## config.mk

```make
export PLATFORM = sky130hd
export DESIGN_NAME = instr_mem_tl_bridge
export DESIGN_NICKNAME = d
export VERILOG_FILES = /design/src/rtl/tlul_pkg.sv /design/src/rtl/instr_mem_tl_bridge.sv
export SDC_FILE = /design/constraint.sdc
export NUM_CORES = 1
export LEC_CHECK = 0
export ABC_AREA = 1
export CORE_MARGIN = 2
export CORE_UTILIZATION = 29
export DETAILED_ROUTE_END_ITERATION = 12
export GPL_ROUTABILITY_DRIVEN = 0
export GPL_TIMING_DRIVEN = 0
export MAX_ROUTING_LAYER = met4
export PLACE_DENSITY = 0.83
export SETUP_SLACK_MARGIN = 0.15
export SLEW_MARGIN = 20
export SYNTH_ARGS = -nofsm -noshare
export SYNTH_HDL_FRONTEND = slang
export SYNTH_SLANG_ARGS = --single-unit
```

## constraint.sdc

```tcl
create_clock -name clock -period 1.4 [get_ports clock]
set_clock_uncertainty 0.05 [all_clocks]
set_input_delay 0.21 -clock clock [delete_from_list [all_inputs] [get_ports clock]]
set_output_delay 0.21 -clock clock [all_outputs]
set_load 0.05 [all_outputs]
```

## src/rtl/tlul_pkg.sv

```systemverilog
// Shared TL-UL encodings, field widths and bridge FSM states.
// Imported by the instruction-memory TL-UL bridge.
package tlul_pkg;

  localparam int TL_AW  = 32;
  localparam int TL_DW  = 32;
  localparam int TL_MW  = TL_DW / 8;
  localparam int TL_SZW = 2;
  localparam int TL_OPW = 3;
  localparam int IM_AW  = 12;

  typedef enum logic [TL_OPW-1:0] {
    PutFullData    = 3'd0,
    PutPartialData = 3'd1,
    Get            = 3'd4
  } tl_a_op_e;

  typedef enum logic [TL_OPW-1:0] {
    AccessAck     = 3'd0,
    AccessAckData = 3'd1
  } tl_d_op_e;

  typedef enum logic [1:0] {
    ST_IDLE = 2'd0,
    ST_WAIT = 2'd1,
    ST_RESP = 2'd2
  } br_state_e;

  function automatic logic tl_a_op_legal(
    input logic [TL_OPW-1:0] op
  );
    return (op == PutFullData) ||
           (op == PutPartialData) ||
           (op == Get);
  endfunction

endpackage

```

## src/rtl/instr_mem_tl_bridge.sv

```systemverilog
// TL-UL slave bridge onto a 16 KiB word-addressed instruction memory.
// Ports: clock/reset, TL-UL A and D channels, memory req/addr/wdata/we/rdata/rvalid.
module instr_mem_tl_bridge
  import tlul_pkg::*;
#(
  parameter logic [31:0] BASE_ADDR = 32'h0000_0000,
  parameter int          SRC_W     = 8
) (
  input  logic              clock,
  input  logic              reset,
  input  logic              a_valid,
  output logic              a_ready,
  input  logic [2:0]        a_opcode,
  input  logic [1:0]        a_size,
  input  logic [3:0]        a_mask,
  input  logic [31:0]       a_address,
  input  logic [31:0]       a_data,
  input  logic [SRC_W-1:0]  a_source,
  output logic              d_valid,
  input  logic              d_ready,
  output logic [2:0]        d_opcode,
  output logic [1:0]        d_size,
  output logic [SRC_W-1:0]  d_source,
  output logic [31:0]       d_data,
  output logic              d_error,
  output logic              req,
  output logic [11:0]       addr,
  output logic [31:0]       wdata,
  output logic [3:0]        we,
  input  logic [31:0]       rdata,
  input  logic              rvalid
);

  br_state_e        r_state;
  logic             r_is_get;
  logic             r_d_valid;
  tl_d_op_e         r_d_opcode;
  logic [1:0]       r_d_size;
  logic [SRC_W-1:0] r_d_source;
  logic [31:0]      r_d_data;
  logic             r_d_error;

  logic w_is_get;
  logic w_is_pf;
  logic w_is_pp;
  logic w_err;
  logic w_hs;
  logic w_req;

  assign w_is_get = (a_opcode == Get);
  assign w_is_pf  = (a_opcode == PutFullData);
  assign w_is_pp  = (a_opcode == PutPartialData);

  assign w_err = !tl_a_op_legal(a_opcode) ||
                 (a_address[31:14] != BASE_ADDR[31:14]) ||
                 (a_address[1:0] != 2'b00) ||
                 (a_size != 2'd2) ||
                 (w_is_pf && (a_mask != 4'hF)) ||
                 (w_is_pp && (a_mask == 4'h0));

  // Gate with reset so nothing is accepted while reset is held.
  assign a_ready = reset && (r_state == ST_IDLE);
  assign w_hs    = a_valid && a_ready;
  assign w_req   = w_hs && !w_err;

  assign req   = w_req;
  assign addr  = w_req ? a_address[13:2] : '0;
  assign wdata = w_req ? a_data : '0;
  assign we    = (w_req && !w_is_get) ? a_mask : '0;

  assign d_valid  = r_d_valid;
  assign d_opcode = r_d_opcode;
  assign d_size   = r_d_size;
  assign d_source = r_d_source;
  assign d_data   = r_d_data;
  assign d_error  = r_d_error;

  always_ff @(posedge clock or negedge reset) begin
    if (!reset) begin
      r_state    <= ST_IDLE;
      r_is_get   <= 1'b0;
      r_d_valid  <= 1'b0;
      r_d_opcode <= AccessAck;
      r_d_size   <= '0;
      r_d_source <= '0;
      r_d_data   <= '0;
      r_d_error  <= 1'b0;
    end else begin
      unique case (r_state)
        ST_IDLE: begin
          if (w_hs) begin
            r_d_opcode <= w_is_get ? AccessAckData : AccessAck;
            r_d_size   <= a_size;
            r_d_source <= a_source;
            r_is_get   <= w_is_get;
            if (w_err) begin
              // Rejected requests skip memory and answer next cycle.
              r_d_valid <= 1'b1;
              r_d_error <= 1'b1;
              r_d_data  <= '0;
              r_state   <= ST_RESP;
            end else begin
              r_state <= ST_WAIT;
            end
          end
        end
        ST_WAIT: begin
          r_d_valid <= 1'b1;
          r_state   <= ST_RESP;
          if (r_is_get && rvalid) begin
            r_d_data  <= rdata;
            r_d_error <= 1'b0;
          end else begin
            // A Get with no rvalid still answers, flagged as error.
            r_d_data  <= '0;
            r_d_error <= r_is_get;
          end
        end
        ST_RESP: begin
          if (d_ready) begin
            r_d_valid <= 1'b0;
            r_state   <= ST_IDLE;
          end
        end
        default: begin
          r_d_valid <= 1'b0;
          r_state   <= ST_IDLE;
        end
      endcase
    end
  end

endmodule
```

==> results.toml, run 1 <==
[run_status]
outcome = "complete, but fails checks"
failed_checks = "hold timing, setup timing"

[yosys]
synth.distinct_cells = 19
synthCells = 371
synth_warnings = 0
synth-async-reset-ratio_pct = 100
synth_compound_area_share_pct = 0.597
synth-seq-area-share_pct = 46.8
synth-xor-area-share_pct = 0
synth_area_um2 = 2510
synth_top_area_share_pct = 46.8
ys_ff_latch = 47
synthMuxAreaShare_pct = 0
yosys_most_used_dff = "dfrtp_1"
synth.avg_cell_area_um2 = 6.78
synth-simple-area-share_pct = 37.2
synthTopCellsByArea = "dfrtp_1 (47%), nand2_1 (23%), inv_1 (11%), nor2_1 (9.7%), buf_4 (2.1%)"
ys_top_cells_by_count = "nand2_1 (151), inv_1 (72), nor2_1 (65)"
synthMostInstantiatedCell = "nand2_1"
synth_adder_area_share_pct = 0
synth_edf_count = 0
synth_top_family_by_area = "simple AND/OR/NAND/NOR gates"
yosys.area.top_type = "dfrtp_1"

[detailed_routing]
viasPerCell = 4.36
avgRoutedWirePerCell_um = 15.7
firstDrtPassIters = 4
ant_nets = 0
drtIter0Drc = 83
drc = 0
wl_mm = 11.9
via_count = 3306

[critical_path]
worstSetupStartpoint = "a_address[22]"
cp.arrival_ns = 1.83
crit_chain = "dlygate4sd2_1, inv_1, nand4_1, nor2_1, nand2_1, nor2_4, nand3_4, buf_4, buf_16, nor2_4, buf_8"
rr_endpoint = "d_error$_DFFE_PN0P_"
crit_fanout = 5
cp.required_ns = 1.14
r2r_start = "r_state[1]$_DFFE_PN0P_"
endpoint_kind = "output port"
worstSetupEndpoint = "wdata[16]"
rrSetupSlack_ns = -0.35
crit_slowest_cell = "dlygate4sd2_1"
cpPeakStageDelay_ns = 0.25
crit_top_cell = "nor2_4"
start_kind = "primary input"
path_class = "primary input to output port"
rr_worst_depth = 10

[power_and_ir_drop]
seq_power_share_pct = 31.4
leakage_nw = 3.17
vdd_drop_max_uv = 516
switching_share_pct = 42.4
power_switching_mw = 2.26
powerDensity_nw_per_um2 = 887
pwr-share-comb_pct = 54.1
p_int_mw = 3.07
clkPwrFrac_pct = 14.4
finalPower_mw = 5.34

[floorplanning]
fp.dieH_um = 97.1
fp.dieArea_um2 = 9430
num_io_pins = 215
fp.dieW_um = 97.1
num_rows = 33
core_area_um2 = 8300
initial_core_util_pct = 30.3

[placement]
dpl_cell_area_um2 = 5160
dp_hpwl_mm = 7.72
port_buffers = 212

[layout]
stdcell_area_um2 = 6010
syn2layout_area_growth_pct = 139
drive_gt1_share_pct = 44.2
final_nets = 768

[timing]
hold_viol_final = 26
timing.hold.ws_ns = -0.221
timing.final.crit_share_pct = 149
rsz0062_at_grt = "yes"
timing.fmax_mhz = 479
drv_slew = 0
layout_min_cycle_time_ns = 2.09
setup_ws_ns = -0.688
final-setup-viol-count = 97
fin_tns_setup_ns = -45.69

[job]
drv_cap = 0

[global_routing]
antenna_found_initial = 2
overflow = 0
grt.total_usage_pct = 25.0
grt_max_degree = 28
grt_pass1_wl_mm = 18.2
first_global_vias = 3555

[cts]
cts_made_buffers = 5
cts_tree = "built"
clock_latency_ns = 0.29
h-tree-depth = 2
cts-root-buf = "clkbuf_8"
cts_sinks = 47
path_clk_slew_ns = 0.08
ctsLongestPathBuffers = 2

[hold_path]
min_path_type = "primary input to asynchronous set/reset pin"
## what timing repair did
action                                  in CTS  in global routing
hold endpoints to repair                    26                 26
gates cloned                                 7                  1
setup buffers                               44                  6
gates resized for setup                    699                 56
endpoints found under the setup margin     142                100
pin swaps                                   29                 21
## flip-flops by register name, indices dropped and copies added, names as in the netlist
| signal | cells |
|---|---|
| d_valid | 1 |
| d_size | 2 |
| r_state | 2 |
| d_data | 32 |
| d_error | 1 |
| r_is_get | 1 |
| d_source | 8 |
## layer usage
layer / GRT usage [%] / up-vias / part of all wire, %
met5: - / - / 0
met4: 9.64 / 0 / 3.9
met3: 4.60 / 39 / 5.3
met2: 43.8 / 146 / 54
met1: 28.3 / 1504 / 37
li1: - / 1617 / -
## cells in the final DEF, fill, tap and decap left out, types with 2 or more instances in the layout
cell             instances
nand4_1                  7
buf_12                   6
clkdlybuf4s50_1         87
nand2_4                  6
clkbuf_1                 2
inv_2                    4
buf_2                   43
dlygate4sd2_1           25
nand2_1                111
nand3_4                  4
dfrtp_1                 47
nor2_4                  50
buf_6                   63
inv_4                    2
buf_16                   3
diode_2                  2
buf_4                   29
nor2_1                  14
buf_8                   21
conb_1                   2
inv_1                   64
clkbuf_4                 3
clkbuf_2                 2
nor2_2                   4
clkbuf_8                 5
nand2_2                 35
## power by group through the flow
| stage | Clock (mW) | Combinational, mW | Sequential, mW |
|---|---|---|---|
| after floorplan | 0 | 0.710 | 2.32 |
| after global placement | 0 | 2.22 | 1.68 |
| after detailed placement | 0 | 2.26 | 1.69 |
| after CTS | 0.798 | 2.60 | 1.66 |
| after global routing | 0.868 | 3.04 | 1.69 |
| final | 0.771 | 2.89 | 1.68 |
## worst min-delay path by stage
stage | from | endpoint | slack [ns]
after detailed placement | reset | d_data[18]$_DFFE_PN0P_ | 0.22
after floorplan | reset | d_data[0]$_DFFE_PN0P_ | -0.14
after global routing | reset | d_data[18]$_DFFE_PN0P_ | -0.20
after CTS | reset | d_data[13]$_DFFE_PN0P_ | -0.22
final | reset | d_data[7]$_DFFE_PN0P_ | -0.22
after global placement | d_data[27]$_DFFE_PN0P_ | d_data[27]$_DFFE_PN0P_ | 0.40
## worst max-delay path, delay by kind of cell
family	cells	cell delay [ns]
buffers and inverters	5	0.82
AND/OR/NAND/NOR	6	0.79
## cell families (layout without fill, tap and decap cells)
| kind of cell | count (synthesis) | count (layout) |
|---|---|---|
| compound gates | 3 | 3 |
| buf+inv | 87 | 364 |
| flops | 47 | 47 |
| other cells | 1 | 4 |
| simple gates | 233 | 235 |
## stage by stage
step	util (%)	instances	worst slack, ns
after CTS	69.5	749	-0.662
after detailed placement	62.2	690	-1.82
final	72.5	758	-0.688
after global routing	72.5	758	-0.760
after floorplan	-	372	-0.660
after global placement	61.9	689	-3.20
## area by class of cell
| type | instances | area [um2] |
|---|---|---|
| diodes | 2 | 5.00 |
| plain buffers | 15 | 181 |
| clock buffers | 7 | 76.3 |
| clock inverters | 1 | 5.00 |
| fillers | 605 | 2290 |
| inverters | 72 | 284 |
| multi-input cells | 240 | 1520 |
| flip-flops and latches | 47 | 1180 |
| well taps | 105 | 131 |
| repair buffers | 269 | 2640 |
Power figures use the tool's default switching activity.
==> inputs of run 2 (changes only) <==
Settings changed: ABC_CLOCK_PERIOD_IN_PS set to 1400.
==> results of run 2 <==
No change in the layout: final DEF, timing and power equal those of run 1.
